## src/rtl/uart_rx_ctrl.sv

```systemverilog
// UART receive frame sequencer: start-edge detection, 2-of-3 bit voting on sample_clk pulses,
// LSB-first shifting, parity/stop checking and a valid/ready output register with overrun flag.
module uart_rx_ctrl #(
    parameter int DATA_BITS = 8,
    parameter int PARITY    = 0
) (
    input  logic                 clk,
    input  logic                 rst_n,
    input  logic                 rx,
    input  logic                 sample_clk,
    output logic                 rx_start,
    output logic                 rx_done,
    output logic [DATA_BITS-1:0] rx_data,
    output logic                 rx_valid,
    input  logic                 rx_ready,
    output logic                 parity_err,
    output logic                 frame_err,
    output logic                 overrun
);

    typedef enum logic [2:0] {IDLE, START, DATA, PAR, STOP} state_t;

    state_t               state;
    state_t               state_next;
    logic                 rx_meta;
    logic                 rx_sync;
    logic                 rx_prev;
    logic                 vld_meta;
    logic                 vld_sync;
    logic                 armed;
    logic [3:0]           smp_cnt;
    logic [2:0]           bit_cnt;
    logic [1:0]           votes;
    logic [DATA_BITS-1:0] shift;
    logic                 par_err_q;

    logic start_edge;
    logic voted;
    logic decide;
    logic advance;
    logic last_bit;
    logic go_start;
    logic false_start;
    logic frame_end;
    logic shift_en;
    logic par_chk;

    // vld_* marks when the synchronizer holds real line samples, so a line that is
    // low out of reset cannot arm the detector through the reset value of rx_sync.
    assign start_edge = armed & rx_prev & ~rx_sync;
    assign voted      = (votes[0] & votes[1]) | (votes[0] & rx_sync) | (votes[1] & rx_sync);
    assign decide     = sample_clk && (smp_cnt == 4'd5);
    assign advance    = sample_clk && (smp_cnt == 4'd8);
    assign last_bit   = (bit_cnt == 3'(DATA_BITS - 1));

    always_ff @(posedge clk or negedge rst_n) begin
        if (!rst_n) state <= IDLE;
        else        state <= state_next;
    end

    always_comb begin
        state_next  = state;
        go_start    = 1'b0;
        false_start = 1'b0;
        frame_end   = 1'b0;
        shift_en    = 1'b0;
        par_chk     = 1'b0;
        case (state)
            IDLE: begin
                if (start_edge) begin
                    go_start   = 1'b1;
                    state_next = START;
                end
            end
            START: begin
                if (decide && voted) begin
                    false_start = 1'b1;
                    state_next  = IDLE;
                end else if (advance) begin
                    state_next = DATA;
                end
            end
            DATA: begin
                shift_en = decide;
                if (advance && last_bit) state_next = (PARITY != 0) ? PAR : STOP;
            end
            PAR: begin
                par_chk = decide;
                if (advance) state_next = STOP;
            end
            STOP: begin
                // The stop bit is judged mid-bit so the next start edge is never missed.
                if (decide) begin
                    frame_end  = 1'b1;
                    state_next = IDLE;
                end
            end
            default: state_next = IDLE;
        endcase
    end

    always_ff @(posedge clk or negedge rst_n) begin
        if (!rst_n) begin
            rx_meta   <= 1'b1;
            rx_sync   <= 1'b1;
            rx_prev   <= 1'b1;
            vld_meta  <= 1'b0;
            vld_sync  <= 1'b0;
            armed     <= 1'b0;
            smp_cnt   <= '0;
            bit_cnt   <= '0;
            votes     <= '0;
            shift     <= '0;
            par_err_q <= 1'b0;
            rx_start  <= 1'b0;
            rx_done   <= 1'b0;
        end else begin
            rx_meta  <= rx;
            rx_sync  <= rx_meta;
            rx_prev  <= rx_sync;
            vld_meta <= 1'b1;
            vld_sync <= vld_meta;
            rx_start <= go_start;
            rx_done  <= false_start | frame_end;

            if (frame_end && !voted)      armed <= 1'b0;
            else if (vld_sync && rx_sync) armed <= 1'b1;

            if (state == IDLE || state_next == IDLE) begin
                smp_cnt <= '0;
                bit_cnt <= '0;
            end else if (sample_clk) begin
                smp_cnt <= (smp_cnt == 4'd8) ? 4'd0 : smp_cnt + 4'd1;
                if (state == DATA && advance) bit_cnt <= last_bit ? 3'd0 : bit_cnt + 3'd1;
            end

            if (sample_clk && smp_cnt == 4'd3) votes[0] <= rx_sync;
            if (sample_clk && smp_cnt == 4'd4) votes[1] <= rx_sync;

            if (shift_en) shift <= {voted, shift[DATA_BITS-1:1]};

            if (go_start)     par_err_q <= 1'b0;
            else if (par_chk) par_err_q <= (^shift) ^ voted ^ (PARITY == 1);
        end
    end

    always_ff @(posedge clk or negedge rst_n) begin
        if (!rst_n) begin
            rx_data    <= '0;
            rx_valid   <= 1'b0;
            parity_err <= 1'b0;
            frame_err  <= 1'b0;
            overrun    <= 1'b0;
        end else if (frame_end) begin
            rx_data    <= shift;
            parity_err <= (PARITY != 0) & par_err_q;
            frame_err  <= ~voted;
            rx_valid   <= 1'b1;
            overrun    <= rx_valid & ~rx_ready;
        end else begin
            overrun <= 1'b0;
            if (rx_valid && rx_ready) rx_valid <= 1'b0;
        end
    end

endmodule

```

## config.mk

```make
export PLATFORM = sky130hd
export DESIGN_NAME = uart_rx_ctrl
export DESIGN_NICKNAME = d
export VERILOG_FILES = /design/src/rtl/uart_rx_ctrl.sv
export SDC_FILE = /design/constraint.sdc
export NUM_CORES = 1
export LEC_CHECK = 0
export CORE_ASPECT_RATIO = 0.6
export CORE_MARGIN = 8
export CORE_UTILIZATION = 33
export DETAILED_ROUTE_END_ITERATION = 6
export GPL_TIMING_DRIVEN = 1
export HOLD_SLACK_MARGIN = 0.15
export PLACE_DENSITY = 0.56
export SYNTH_ARGS = -nofsm -noshare
export SYNTH_HDL_FRONTEND = slang
export SYNTH_SLANG_ARGS = --single-unit
```

## constraint.sdc

```tcl
create_clock -name clk -period 2.6 [get_ports clk]
set_input_delay 0.26 -clock clk [delete_from_list [all_inputs] [get_ports clk]]
set_output_delay 0.26 -clock clk [all_outputs]
set_load 0.01 [all_outputs]
```

# Word-level counts from Yosys, hierarchy flattened
# Cells that the tools add are included.
[word_totals] ff_bits=39 input_bits=5 out_inout_bits=14
[classes] addsub=2 n_eq_ne=9 mux=26 n_bitwise=12 n_reduce_logical=19
[ops] cell="3-bit 2-to-1 mux" count=10
[ops] cell="3-bit one-hot mux with 5 select lines" count=1
[ops] cell="1-bit 2-to-1 mux" count=12
[ops] cell="4-bit 2-to-1 mux" count=3
[ops] cell="1-bit logical AND" count=10
[ops] cell="4-bit by 3-bit == test with 1-bit output (second input constant)" count=2
[ops] cell="2-bit nonzero test" count=4
[ops] cell="1-bit AND" count=6
[ops] cell="3-bit by 2-bit == test with 1-bit output (second input constant)" count=2
[ops] cell="3-bit == test (second input constant)" count=2
[ops] cell="3-bit logical NOT" count=2
[ops] cell="4-bit by 1-bit adder with 4-bit output (second input constant)" count=1
[ops] cell="4-bit by 2-bit == test with 1-bit output (second input constant)" count=1
[ops] cell="4-bit == test (second input constant)" count=1
[ops] cell="3-bit by 1-bit adder with 3-bit output (second input constant)" count=1
[ops] cell="3-bit by 1-bit == test with 1-bit output (second input constant)" count=1
[ops] cell="1-bit NOT" count=3
[ops] cell="1-bit OR" count=3
[ops] cell="2-bit AND reduction" count=1
[ops] cell="1-bit logical NOT" count=1
[ops] cell="1-bit logical OR" count=1

# Depth between registers and ports, before layout
[logic_depth] word_depth=10 depth_mapped=6

# Worst setup path after synthesis
# Ideal clock, no wire load.
[synth_timing] path_kind="reg-to-reg" startpoint="reg smp_cnt[1]" endpoint="reg frame_err" setup_time_ps=125 t_arrival_ps=1509 required_time_ps=2475 path_slack_ps=967 path_stages_with_launch=6 path_buffers=0 synth_period_minus_slack_ps=1633 path_cell_list="dfrtp_1 > inv_1 > ha_1 > nand4b_4 > nor3_4 > mux2_2"
[synth_between] elab_chain_cells=4
[synth_lines] item="start: declaration" line_no="31" text="logic [3:0] smp_cnt;"
[synth_lines] item="start signal: assignment" line_no="133" text="smp_cnt <= (smp_cnt == 4'd8) ? 4'd0 : smp_cnt + 4'd1;"
[synth_lines] item="4-bit by 3-bit == test with 1-bit output" line_no="52" text="assign decide = sample_clk && (smp_cnt == 4'd5);"
[synth_lines] item="1-bit logical AND" line_no="52"
[synth_lines] item="1-bit 2-to-1 mux" line_no="93" text="if (decide) begin"
[synth_lines] item="1-bit 2-to-1 mux" line_no="68" text="case (state)"
[synth_lines] item="end signal: assignment" line_no="157" text="frame_err <= ~voted;"
[synth_lines] item="end: declaration" line_no="17" text="output logic frame_err,"
# Every way passes these cells.
# A chain may end at the register's enable or synchronous reset.

# Worst setup path in the final report
[layout_timing] startpoint="in sample_clk" endpoint="reg rx_data[6]"
[layout_between] elab_chain_cells=3
[layout_lines] item="start: declaration" line_no="10" text="input logic sample_clk,"
[layout_lines] item="1-bit logical AND" line_no="52"
[layout_lines] item="1-bit 2-to-1 mux" line_no="93"
[layout_lines] item="1-bit 2-to-1 mux" line_no="68"
[layout_lines] item="end signal: assignment" line_no="155" text="rx_data <= shift;"
[layout_lines] item="end: declaration" line_no="13" text="output logic [DATA_BITS-1:0] rx_data,"
# Every way passes these cells.

==> run_results.csv <==
group,metric,value,unit
synth,ys_types,38,
final_layout,final_core_util,40.6,%
clocking,insertion_delay,0.28,ns
floorplan,design.core.area,5100,um^2
global_route,grt_antenna_before_repair,0,
clocking,cts_tree,"built",
placement,dp_hpwl,2.32,mm
synth,yosysMostFrequentCell,"dfrtp_1",
worst_setup_path,cp_data_arrival_time,2.06,ns
run,maxCapViolations,0,
synth,synthCells,137,
power_and_ir_drop,power.share.clock,31.8,%
synth,synth_top_area_share,51.2,%
floorplan,die_area,8000,um^2
min_path,hold_depth,0,
synth,ys_seq_area_share,55.7,%
worst_setup_path,regToRegSetupSlack,0.75,ns
placement,placed_cells,213,
timing,slew_headroom,43.0,%
final_layout,multi_input_area,708,um^2
clocking,numCtsBuffers,5,
synth,synth.largest_area_cell,"dfrtp_1",
clocking,postCtsHoldBufs,1,
detailed_routing,initialDrtViolationCount,70,
clocking,clock_sinks,39,
placement,postPlaceCellArea,1950,um^2
final_layout,design_area,2070,um^2
clocking,postCtsSetupBuffers,0,
power_and_ir_drop,pwr-share-seq,48.8,%
floorplan,rows,20,
placement,gp_congestion,0.771,
timing,fmaxAchievable,0.530,GHz
detailed_routing,wl_per_cell,14.8,um
global_route,gr-total-overflow,0,
timing,fin_skew,0.00325,ns
worst_setup_path,critPathCaptureType,"flop",
timing,drv_slew,0,
global_route,busiest_layer,"met2",
worst_setup_path,reg2reg_to,"rx_data[6]",
detailed_routing,wirelength,3.28,mm
synth,yosysWarnings,0,
global_route,gr-usage-met2,13.4,%
power_and_ir_drop,power_switching,0.471,mW
detailed_routing,drc_errors,0,
worst_setup_path,worstPathMaxFanout,12,
power_and_ir_drop,power.internal,1.09,mW
timing,worst_pin_slew,0.855,ns
global_route,met1_usage,12.6,%
final_layout,drive_gt1_share,22.4,%
global_route,grt_pass1_wl,5.85,mm
final_layout,finalNonFillerCells,222,
worst_setup_path,rr_startpoint,"smp_cnt[1]",
synth,synthArstFlopShare,100,%
status,outcome,"completed",
timing,setup_tns,0,ns
global_route,grtUsageMet3,3.36,%
synth,synth_commonest_cells,"dfrtp_1, mux2_2, o21ai_0",
final_layout,diodes,0,
global_route,grt_start_max_net_pins,40,
placement,dp_slack,0.430,ns
synth,synthFlopType,"dfrtp_1",
global_route,track_usage,9.29,%
detailed_routing,vias,1114,
worst_setup_path,rr_worst_depth,5,
clocking,cts_resized,0,
power_and_ir_drop,power,1.56,mW
timing,setup_viol_count_final,0,
power_and_ir_drop,swShare,30.3,%
synth,ys_top_cells_by_area,"dfrtp_1, mux2_2, dfstp_2, ha_1, o21ai_0",
worst_setup_path,start_kind,"primary input",
timing,finalHoldViolations,0,
worst_setup_path,path_class,"in -> reg",
power_and_ir_drop,p_comb_share,19.4,%
final_layout,fill_cells,490,
detailed_routing,viasPerCell,5.02,
floorplan,chipWidth,110,um
placement,io_buffer_count,17,
power_and_ir_drop,p_leak,0.960,nW
timing,finalCritPeriodShare,72.5,%
timing,rsz0062_at_grt,"no",
synth,syn_nets,147,
power_and_ir_drop,power_density,752,nW/um^2
power_and_ir_drop,irDropWorstVdd,337,uV
clocking,clk_pin_slew,0.08,ns
clocking,cts-root-buf,"clkbuf_8",
min_path,min-delay-path-class,"reg -> reg",
floorplan,dieHeight,72.6,um
synth,syn_area,1760,um^2
worst_setup_path,crit_required,2.77,ns
global_route,grt_pass1_vias,1172,
clocking,clockBufferDepth,2,
detailed_routing,ant_nets,0,
detailed_routing,drt-pass1-iter-count,4,
clocking,htreeDepth,2,
worst_setup_path,worstSetupStartpoint,"sample_clk",
timing,finalCriticalPeriod,1.89,ns
floorplan,io_pins,19,
timing,setup_ws,0.715,ns
final_layout,fin_nets,165,
timing,hold_slack,0.358,ns
min_path,min_to,"rx_sync",
final_layout,regArea,980,um^2
final_layout,area_growth,17.9,%
floorplan,start_util,34.5,%
synth,synth-edff-count,0,
synth,avgSynthCellArea,12.8,um^2
synth,ys_seq_elements,39,
min_path,hold_start,"rx_meta",
registers in the layout (all words and copies together) (netlist names), 2 cells and up:
signal / count
rx_data: 8
votes: 2
smp_cnt: 4
bit_cnt: 3
state: 3
shift: 8
how the worst max path moves through the flow:
stage	slack [ns]	cells past startpoint	end
floorplan	0.97	5	frame_err
finish	0.71	4	rx_data[6]
detailed placement	0.43	4	rx_data[2]
CTS	0.74	4	rx_data[2]
global route	0.58	5	rx_data[1]
global placement	0.47	4	rx_data[1]
layout by cell type, fill, tap and decap left out, types with 2 or more instances in the layout:
cell,n
dfrtp_1,36
clkdlybuf4s50_1,16
a21oi_1,4
o31ai_1,2
nand4b_1,2
dfstp_2,3
clkbuf_8,5
conb_1,2
nand3_1,6
and4b_1,3
a22oi_1,5
ha_1,5
o21ai_0,8
mux2_2,18
nand2b_1,4
nand2_1,6
nor2_1,3
inv_1,4
routing by layer:
metal  part of all wire, %  wire [um]  vias up
met3                   7.3        240        2
met1                    49       1600      551
met5                     0          0        -
li1                      -          -      526
met4                  0.70         23        0
met2                    43       1420       35
critical path: stages:
cell,delay (ns)
clkdlybuf4s50_1,0.73
nand4b_4,0.19
nor3_4,0.47
mux2_2,0.39
area by class of cell:
class                      count  area share [%]
sequential                    39            47.3
inverter                       4           0.724
multi-input combinational     87            34.2
clock buffer                   5            3.32
timing repair buffer          18            8.45
tap                           66            3.98
clock inverter                 3            2.11
cell families (layout without fill, tap and decap cells):
logic type / Yosys count / after routing / synth area share (%)
mux: 19 / 19 / 12.1
fa+ha+maj: 6 / 6 / 4.13
other cells: 2 / 2 / 0.427
buf+inv: 11 / 30 / 4.05
flops: 39 / 39 / 55.7
compound gates: 26 / 26 / 9.89
simple gates: 34 / 34 / 13.7
power groups by stage:
stage                     Sequential [mW]  Clock [mW]  Combinational, mW
after floorplan                     0.719           0              0.280
after global placement              0.765           0              0.290
after detailed placement            0.768           0              0.298
after CTS                           0.758       0.513              0.302
after global routing                0.777       0.537              0.340
final                               0.760       0.496              0.303
Note: power is estimated with default switching activity, not from simulation.
